File: src/rtl/screen_comp_pkg.sv
// Shared encodings for the screen compositor: per-layer display modes,
// the alarm FSM state type and a helper that decides whether a layer's
// mode lets it show in the current blink/alarm phase.
package screen_comp_pkg;

  // Two-bit per-layer display mode carried in LAYER_MODE[2k +: 2].
  localparam logic [1:0] MODE_ALWAYS = 2'b00;
  localparam logic [1:0] MODE_FAST   = 2'b01;
  localparam logic [1:0] MODE_ALARM  = 2'b10;
  localparam logic [1:0] MODE_OFF    = 2'b11;

  typedef enum logic {
    ALARM_IDLE    = 1'b0,
    ALARM_RINGING = 1'b1
  } alarm_state_t;

  // True when a layer in the given mode may be shown this cycle.
  function automatic logic mode_allows(input logic [1:0] mode,
                                       input logic       fast,
                                       input logic       ringing);
    logic ok;
    case (mode)
      MODE_ALWAYS: ok = 1'b1;
      MODE_FAST:   ok = fast;
      MODE_ALARM:  ok = ringing & fast;
      default:     ok = 1'b0;
    endcase
    return ok;
  endfunction

endpackage

File: src/rtl/screen_compositor_blink_divider.sv
// Free-running blink divider: counts 0..DIV-1 on every clock, wraps to 0
// and flips the phase on the DIV-1 cycle. toggle is high during the cycle
// whose closing edge flips the phase.
module blink_divider #(
  parameter int DIV = 4
) (
  input  logic clock,
  input  logic reset,
  output logic phase,
  output logic toggle
);

  localparam int CW = (DIV > 1) ? $clog2(DIV) : 1;
  localparam logic [CW-1:0] LAST = CW'(DIV - 1);

  logic [CW-1:0] count;

  assign toggle = (count == LAST);

  // Counter and phase advance every clock, independent of pixel enable.
  always_ff @(posedge clock) begin
    if (reset) begin
      count <= '0;
      phase <= 1'b0;
    end else if (toggle) begin
      count <= '0;
      phase <= ~phase;
    end else begin
      count <= count + 1'b1;
    end
  end

endmodule

File: src/rtl/screen_compositor.sv
// Screen compositor: priority-muxes NUM_LAYERS overlay layers (layer 0
// wins) into a registered pixel, with fast/slow blink phases and an
// alarm FSM that makes MODE_ALARM layers flash until acknowledged or
// until RING_TOGGLES slow-blink toggles have passed.
// Optional build macro SCREEN_COMP_BG_COLOR_EN adds a bg_color input used
// as the background colour; without it the background is all zeros.
// Handshake note: there is no valid/ready traffic here; pixel_tick is a
// plain enable, rgb holds between ticks, alarm_req is a level whose rising
// edge arms the alarm and alarm_ack is sampled every clock.
// RING_TOGGLES is assumed to be at least 1.
module screen_compositor
  import screen_comp_pkg::*;
#(
  parameter int NUM_LAYERS   = 4,
  parameter int RGB_W        = 12,
  parameter int FAST_DIV     = 16666667,
  parameter int SLOW_DIV     = 25000000,
  parameter int RING_TOGGLES = 30,
  parameter logic [2*NUM_LAYERS-1:0] LAYER_MODE = '0
) (
  input  logic                        clock,
  input  logic                        reset,
  input  logic                        pixel_tick,
  input  logic                        video_on,
  input  logic [NUM_LAYERS-1:0]       layer_on,
  input  logic [NUM_LAYERS-1:0]       layer_gate,
  input  logic [NUM_LAYERS*RGB_W-1:0] layer_rgb,
  input  logic                        alarm_req,
  input  logic                        alarm_ack,
`ifdef SCREEN_COMP_BG_COLOR_EN
  input  logic [RGB_W-1:0]            bg_color,
`endif
  output logic [RGB_W-1:0]            rgb,
  output logic                        alarm_active,
  output logic                        blink_fast,
  output logic                        blink_slow
);

  localparam int TW = $clog2(RING_TOGGLES + 1);
  localparam logic [TW-1:0] LAST_TOG = TW'(RING_TOGGLES - 1);

  logic         fast_toggle;
  logic         slow_toggle;
  alarm_state_t state;
  alarm_state_t state_next;
  logic [TW-1:0] tog_cnt;
  logic [TW-1:0] tog_next;
  logic         req_q;
  logic         req_rise;
  logic [RGB_W-1:0] bg;
  logic [RGB_W-1:0] pix_next;
  logic         found;

  blink_divider #(.DIV(FAST_DIV)) u_fast (
    .clock  (clock),
    .reset  (reset),
    .phase  (blink_fast),
    .toggle (fast_toggle)
  );

  blink_divider #(.DIV(SLOW_DIV)) u_slow (
    .clock  (clock),
    .reset  (reset),
    .phase  (blink_slow),
    .toggle (slow_toggle)
  );

`ifdef SCREEN_COMP_BG_COLOR_EN
  assign bg = bg_color;
`else
  assign bg = '0;
`endif

  assign req_rise     = alarm_req & ~req_q;
  assign alarm_active = (state == ALARM_RINGING);

  // Alarm state, toggle counter and alarm_req edge register.
  always_ff @(posedge clock) begin
    if (reset) begin
      state   <= ALARM_IDLE;
      tog_cnt <= '0;
      req_q   <= 1'b0;
    end else begin
      state   <= state_next;
      tog_cnt <= tog_next;
      req_q   <= alarm_req;
    end
  end

  // Alarm next state: a rising edge arms even with ack high; once ringing,
  // ack beats a restart edge, and a restart edge beats a slow toggle.
  always_comb begin
    state_next = state;
    tog_next   = tog_cnt;
    case (state)
      ALARM_IDLE: begin
        if (req_rise) begin
          state_next = ALARM_RINGING;
          tog_next   = '0;
        end
      end
      ALARM_RINGING: begin
        if (alarm_ack) begin
          state_next = ALARM_IDLE;
          tog_next   = '0;
        end else if (req_rise) begin
          tog_next = '0;
        end else if (slow_toggle) begin
          if (tog_cnt == LAST_TOG) begin
            state_next = ALARM_IDLE;
            tog_next   = '0;
          end else begin
            tog_next = tog_cnt + 1'b1;
          end
        end
      end
      default: begin
        state_next = ALARM_IDLE;
        tog_next   = '0;
      end
    endcase
  end

  // Priority mux: lowest-index eligible layer wins, blanked outside video.
  always_comb begin
    pix_next = bg;
    found    = 1'b0;
    for (int k = 0; k < NUM_LAYERS; k++) begin
      if (!found && layer_on[k] && layer_gate[k] &&
          mode_allows(LAYER_MODE[2*k +: 2], blink_fast, alarm_active)) begin
        pix_next = layer_rgb[k*RGB_W +: RGB_W];
        found    = 1'b1;
      end
    end
    if (!video_on) begin
      pix_next = '0;
    end
  end

  // Output pixel register, loaded only on pixel enable.
  always_ff @(posedge clock) begin
    if (reset) begin
      rgb <= '0;
    end else if (pixel_tick) begin
      rgb <= pix_next;
    end
  end

endmodule

File: config.mk
export PLATFORM = sky130hd
export DESIGN_NAME = screen_compositor
export DESIGN_NICKNAME = d
export VERILOG_FILES = /design/src/rtl/screen_comp_pkg.sv /design/src/rtl/screen_compositor_blink_divider.sv /design/src/rtl/screen_compositor.sv
export SDC_FILE = /design/constraint.sdc
export NUM_CORES = 1
export LEC_CHECK = 0
export ABC_AREA = 1
export BUFFER_PORTS_ARGS = -buffer_cell sky130_fd_sc_hd__buf_2
export CORE_MARGIN = 5
export CORE_UTILIZATION = 55
export CTS_CLUSTER_DIAMETER = 120
export DETAILED_ROUTE_END_ITERATION = 8
export HOLD_SLACK_MARGIN = 0.05
export PLACE_DENSITY_LB_ADDON = 0.1
export RECOVER_POWER = 50
export SLEW_MARGIN = 20
export SYNTH_ARGS = -nofsm -noshare
export SYNTH_HDL_FRONTEND = slang
export SYNTH_SLANG_ARGS = --single-unit
File: constraint.sdc
create_clock -name clock -period 2.1 [get_ports clock]
set_clock_uncertainty 0.15 [all_clocks]
set_input_delay 0.105 -clock clock [delete_from_list [all_inputs] [get_ports clock]]
set_output_delay 0.105 -clock clock [all_outputs]
set_load 0.01 [all_outputs]
# [Word level (Yosys, flattened, before mapping)]
# Cells that the tools add are included.
[totals] reg_bits=70 inputBits=62 out_inout_bits=15
[classes] addsub=3 n_eq_ne=5 n_mux=20 n_bitwise=5 n_reduce_logical=13
[op_table] cell="12-bit 2-to-1 mux" count=5
[op_table] cell="25-bit by 1-bit adder with 25-bit output (second input constant)" count=1
[op_table] cell="25-bit == test (second input constant)" count=1
[op_table] cell="5-bit 2-to-1 mux" count=5
[op_table] cell="24-bit by 1-bit adder with 24-bit output (second input constant)" count=1
[op_table] cell="24-bit == test (second input constant)" count=1
[op_table] cell="5-bit one-hot mux with 2 select lines" count=1
[op_table] cell="1-bit 2-to-1 mux" count=8
[op_table] cell="1-bit logical AND" count=7
[op_table] cell="5-bit by 1-bit adder with 5-bit output (second input constant)" count=1
[op_table] cell="5-bit == test (second input constant)" count=1
[op_table] cell="4-bit by 3-bit inequality test with 1-bit output (second input constant)" count=1
[op_table] cell="1-bit inverter" count=4
[op_table] cell="2-bit OR reduction" count=2
[op_table] cell="1-bit logical NOT" count=3
[op_table] cell="2-bit inequality test (second input constant)" count=1
[op_table] cell="1-bit one-hot mux with 2 select lines" count=1
[op_table] cell="2-bit AND reduction" count=1
[op_table] cell="1-bit bitwise AND" count=1

# [Longest topological paths before layout]
[logic_depth] depth_word=15 mapped_depth=9

# [Hierarchy]
# A second synthesis with hierarchy kept.
[unflattened] hier_cells=672 hier_area_um2=4299.1
[by_module_without_submodules] module="blink_divider (u_slow)" n_inst=1 cells_each=217 area_each_um2=1453.9 seq_area_each_um2=520.5
[by_module_without_submodules] module="screen_compositor" n_inst=1 cells_each=248 area_each_um2=1427.6 seq_area_each_um2=380.4
[by_module_without_submodules] module="blink_divider (u_fast)" n_inst=1 cells_each=207 area_each_um2=1417.6 seq_area_each_um2=500.5

# [Worst setup path before layout]
# OpenSTA, ideal clock, no wires.
[synth_path] path_type="reg2reg" from="register u_slow.count[0]" to="register u_slow.count[15]" arrival_ps=1343 path_slack_ps=485 stages_incl_launch_ff=10 path_buffers=1 synth_period_minus_slack_ps=1615 cell_sequence="dfxtp_1 -> ha_1 -> nand2_2 -> nor2_4 -> nand2_1 -> nor3_2 -> nand2_1 -> nand2_4 -> buf_6 -> a21oi_2"
[synth_between] elab_chain_cells=2 elab_cells_between_ends=3 cone_classes="add/sub: 1; eq/ne: 1; reduce/logical: 1"
[synth_rtl] element="start, declared" line="screen_compositor_blink_divider.sv:16" text="logic [CW-1:0] count;"
[synth_rtl] element="start signal, assigned" line="screen_compositor_blink_divider.sv:29" text="count <= count + 1'b1;"
[synth_rtl] element="parallel branches: the longest is 2 deep, another holds 25-bit by 1-bit adder with 25-bit output"
# Parallel ways; which one is timed is not known.
# A chain may end at the register's enable or synchronous reset.

# [Worst setup path after layout]
[layout_path] from="input port layer_on[0]" to="register rgb[11]"
[layout_between] elab_chain_cells=15 elab_cells_between_ends=18 cone_classes="mux: 8; reduce/logical: 10"
[layout_rtl] element="start, declared" line="screen_compositor.sv:25" text="input logic [NUM_LAYERS-1:0] layer_on,"
[layout_rtl] element="1-bit logical AND *" line="screen_compositor.sv:129" text="if (!found && layer_on[k] && layer_gate[k] &&"
[layout_rtl] element="1-bit 2-to-1 mux" line="screen_compositor.sv:129"
[layout_rtl] element="1-bit logical NOT" line="screen_compositor.sv:129"
[layout_rtl] element="1-bit logical AND (2 in series)" line="screen_compositor.sv:129"
[layout_rtl] element="1-bit 2-to-1 mux" line="screen_compositor.sv:129"
[layout_rtl] element="1-bit logical NOT" line="screen_compositor.sv:129"
[layout_rtl] element="1-bit logical AND (2 in series)" line="screen_compositor.sv:129"
[layout_rtl] element="1-bit 2-to-1 mux" line="screen_compositor.sv:129"
[layout_rtl] element="1-bit logical NOT" line="screen_compositor.sv:129"
[layout_rtl] element="1-bit logical AND (2 in series)" line="screen_compositor.sv:129"
[layout_rtl] element="12-bit 2-to-1 mux *" line="screen_compositor.sv:129"
[layout_rtl] element="12-bit 2-to-1 mux *" line="screen_compositor.sv:135" text="if (!video_on) begin"
[layout_rtl] element="end signal, assigned" line="screen_compositor.sv:145" text="rgb <= pix_next;"
[layout_rtl] element="end, declared" line="screen_compositor.sv:33" text="output logic [RGB_W-1:0] rgb,"
# Every way passes the cells marked *; elsewhere a longest branch is shown, timed or not.

==> run_results.csv <==
group,metric,value,unit
detailed_routing,dr_total_vias,4140,
clock_tree,path_clk_slew,0.07,ns
critical_path,slowest_delay,0.59,ns
floorplanning,die-width,95.4,µm
critical_path,startpoint_type,"input port",
sta,rsz0062_at_grt,"false",
critical_path,cp_top_family,"buffers and inverters",
synthesis,synth.top_cell.area_share,34.9,%
sta,min_period,1.93,ns
layout,syn2layout_area_growth,22.5,%
layout,final_cell_mix,"nand2_1, dfxtp_1, nor2_1, nand3_1, buf_2",
clock_tree,numCtsBuffers,9,
synthesis,ys_seq_area_share,34.9,%
floorplanning,io_pins,77,
sta,setup_viol,0,
placed_design,gp_congestion,0.959,
floorplanning,initial_core_util,55.9,%
pwr,p_sw_share,24.6,%
synthesis,synthAdderAreaFrac,1.56,%
clock_tree,cts_sinks,70,
sta,slew_viol_final,0,
global_route,grt_use_met3,7.81,%
pwr,powerDensity,527,mW/mm²
clock_tree,clk_latency,0.35,ns
placed_design,port_buffers,76,
global_route,grt_usage,24.2,%
layout,final_area,0.00492,mm²
sta,fin_crit_sh,91.7,%
global_route,grt_overflow,0,
global_route,grt_pass1_vias,4018,
floorplanning,die-area,0.00910,mm²
global_route,grt_pass1_wl,17400,µm
detailed_routing,drc,0,
synthesis,yosysWarnings,0,
floorplanning,rows,31,
synthesis,synth.distinct_cells,36,
global_route,met2_usage,40.2,%
sta,max_clock_freq,519,MHz
sta,tightest_slew,0.473,ns
pwr,ir_worst_vdd,0.348,mV
synthesis,synthXorXnorAreaFrac,3.27,%
run_status,status,"complete, no violations",
global_route,grt_max_degree,26,
sta,setup_ws,0.174,ns
synthesis,synth_top_family_by_area,"simple AND/OR/NAND/NOR gates",
sta,slew_headroom,68.4,%
detailed_routing,drt-total-wl,10100,µm
detailed_routing,drtIter0Drc,230,
detailed_routing,final_antenna_net_count,0,
synthesis,syn_area_per_cell,6.88,µm²
placed_design,placed_cell_area,0.00447,mm²
synthesis,syn_inst,583,
global_route,grtUsageMet1,29.1,%
global_route,busiest_layer,"met2",
clock_tree,htree_levels,3,
pwr,clock_power_share,37.5,%
layout,diodes,0,
layout,fillerInstances,652,
synthesis,synth-compound-area-share,10.5,%
layout,final_common_cell,"nand2_1",
floorplanning,core,0.00718,mm²
sta,setup_tns,0,ns
critical_path,worstPathCellList,"buf_2, nand2_1, inv_1, nor2_1, buf_4, a22oi_1, nand3_1, nand3_1, dlygate4sd3_1, a21oi_1",
critical_path,end_kind,"flop",
clock_tree,cts_setup_buffers,0,
pwr,internal_power,1.95,mW
critical_path,cp.required,2.22,ns
floorplanning,die_height,95.4,µm
layout,layout-drive-gt1-share,19.5,%
detailed_routing,viasPerCell,5.23,
synthesis,yosys.area_share.simple,41.3,%
critical_path,path_buf_inv,4,
clock_tree,ctsLongestPathBuffers,2,
pwr,p_comb_share,9.7,%
synthesis,yosysTopAreaCell,"dfxtp_1",
detailed_routing,drtPass1Iterations,5,
pwr,seq_power_share,52.7,%
critical_path,crit_arrival,2.04,ns
synthesis,synth_area,0.00401,mm²
run,timing.max_cap.violations,0,
global_route,antenna_found_initial,0,
synthesis,synthFlopType,"dfxtp_1",
critical_path,crit_path_frequent_cell,"nand3_1",
detailed_routing,wl_per_cell,12.7,µm
synthesis,syn-num-nets,650,
clock_tree,cts_tree,"yes",
clock_tree,cts-root-buf,"clkbuf_8",
layout,final_nets,756,
critical_path,path_class,"input port to flop",
sta,hold_violations,0,
placed_design,dpl_worst_slack,0.273,ns
synthesis,async_flop_share,0,%
layout,final_core_util,68.5,%
critical_path,worst_path_max_delay_cell,"dlygate4sd3_1",
synthesis,synth-edff-count,0,
pwr,p_switching,0.636,mW
placed_design,place_hpwl,7570,µm
critical_path,path_max_fanout,13,
pwr,leakagePower,1.78,nW
synthesis,synth_mux_area_share,0,%
pwr,power,2.59,mW
synthesis,ys_ff_latch,70,
synthesis,yosys-top-cells-area,"dfxtp_1, nand2_1, nand3_1, nor2_1, inv_1",
hold_path,min_path_type,"input port to flop",
[flip-flops by register name, summed over array words and instances (netlist names)]
signal	count
tog_cnt	5
u_slow.phase	1
u_fast.phase	1
req_q	1
u_fast.count	24
alarm_active	1
u_slow.count	25
rgb	12
[repair_timing]
| item | 4_1_cts | 5_1_grt |
|---|---|---|
| resized for setup | 0 | 0 |
| hold endpoints to repair | 20 | 0 |
| hold buffers | 29 | 0 |
[tightest hold or removal path: cells and delay by family]
family,cells,cell delay [ns]
AND/OR/NAND/NOR,1,0.10
AO/OA/AOI/OAI,1,0.05
buffers and inverters,2,0.25
[kinds of logic after synthesis]
group / Yosys count
compound gates: 69
flops: 70
buf+inv: 85
xor+xnor: 15
simple gates: 339
fa+ha+maj: 5
[final timing paths]
path,from,endpoint,slack (ns),cells past startpoint
setup reg to reg,u_slow.count[0],u_slow.count[14],0.26,8
setup / recovery,layer_on[0],rgb[11],0.17,10
hold / removal,pixel_tick,rgb[4],0.06,4
hold reg to reg,u_slow.count[0],u_slow.count[0],0.31,1
[final cells by class]
type | count | area (µm²) | share of cell area, %
clock buffers | 11 | 151 | 3.08
clock inverters | 4 | 22.5 | 0.458
inverters | 71 | 267 | 5.42
multi-input cells | 428 | 2270 | 46.2
flip-flops and latches | 70 | 1400 | 28.5
well taps | 99 | 124 | 2.52
repair buffers | 109 | 679 | 13.8
[routing by layer]
metal	share of wire [%]	wire, µm
met3	8.3	838
met2	47	4720
met1	43	4290
met5	0	0
met4	2.3	231
[synth_stat cells (2+ instances only)]
library cell	number
xnor2_1	4
o21ai_0	6
nor3b_1	2
or2_1	9
a21oi_2	11
nor2_4	3
dfxtp_1	70
nand2_1	132
inv_1	59
nor2_1	61
nor3_2	13
clkbuf_1	8
clkinv_1	2
nand3_1	61
nor3_1	13
xor2_1	11
buf_6	2
nor2_2	4
nand3b_1	7
a22oi_1	12
ha_1	5
nand2_2	5
inv_2	10
or2_2	5
a21oi_1	37
nand4_1	18
buf_2	4
[power by group through the flow]
stage,clock (mW),sequential [mW],combinational (mW)
2_1_floorplan,0,1.40,0.117
3_3_place_gp,0,1.40,0.207
3_5_place_dp,0,1.40,0.212
4_1_cts,0.997,1.37,0.252
5_1_grt,1.06,1.37,0.283
6_report,0.972,1.37,0.251
[metrics by stage]
stage	std cells	hold slack, ns
finish	792	0.0623
global route	792	0.0974
floorplan	583	0.0799
detailed placement	748	0.187
global placement	748	0.177
CTS	792	0.0515
Note: power is estimated with default switching activity, not from simulation.
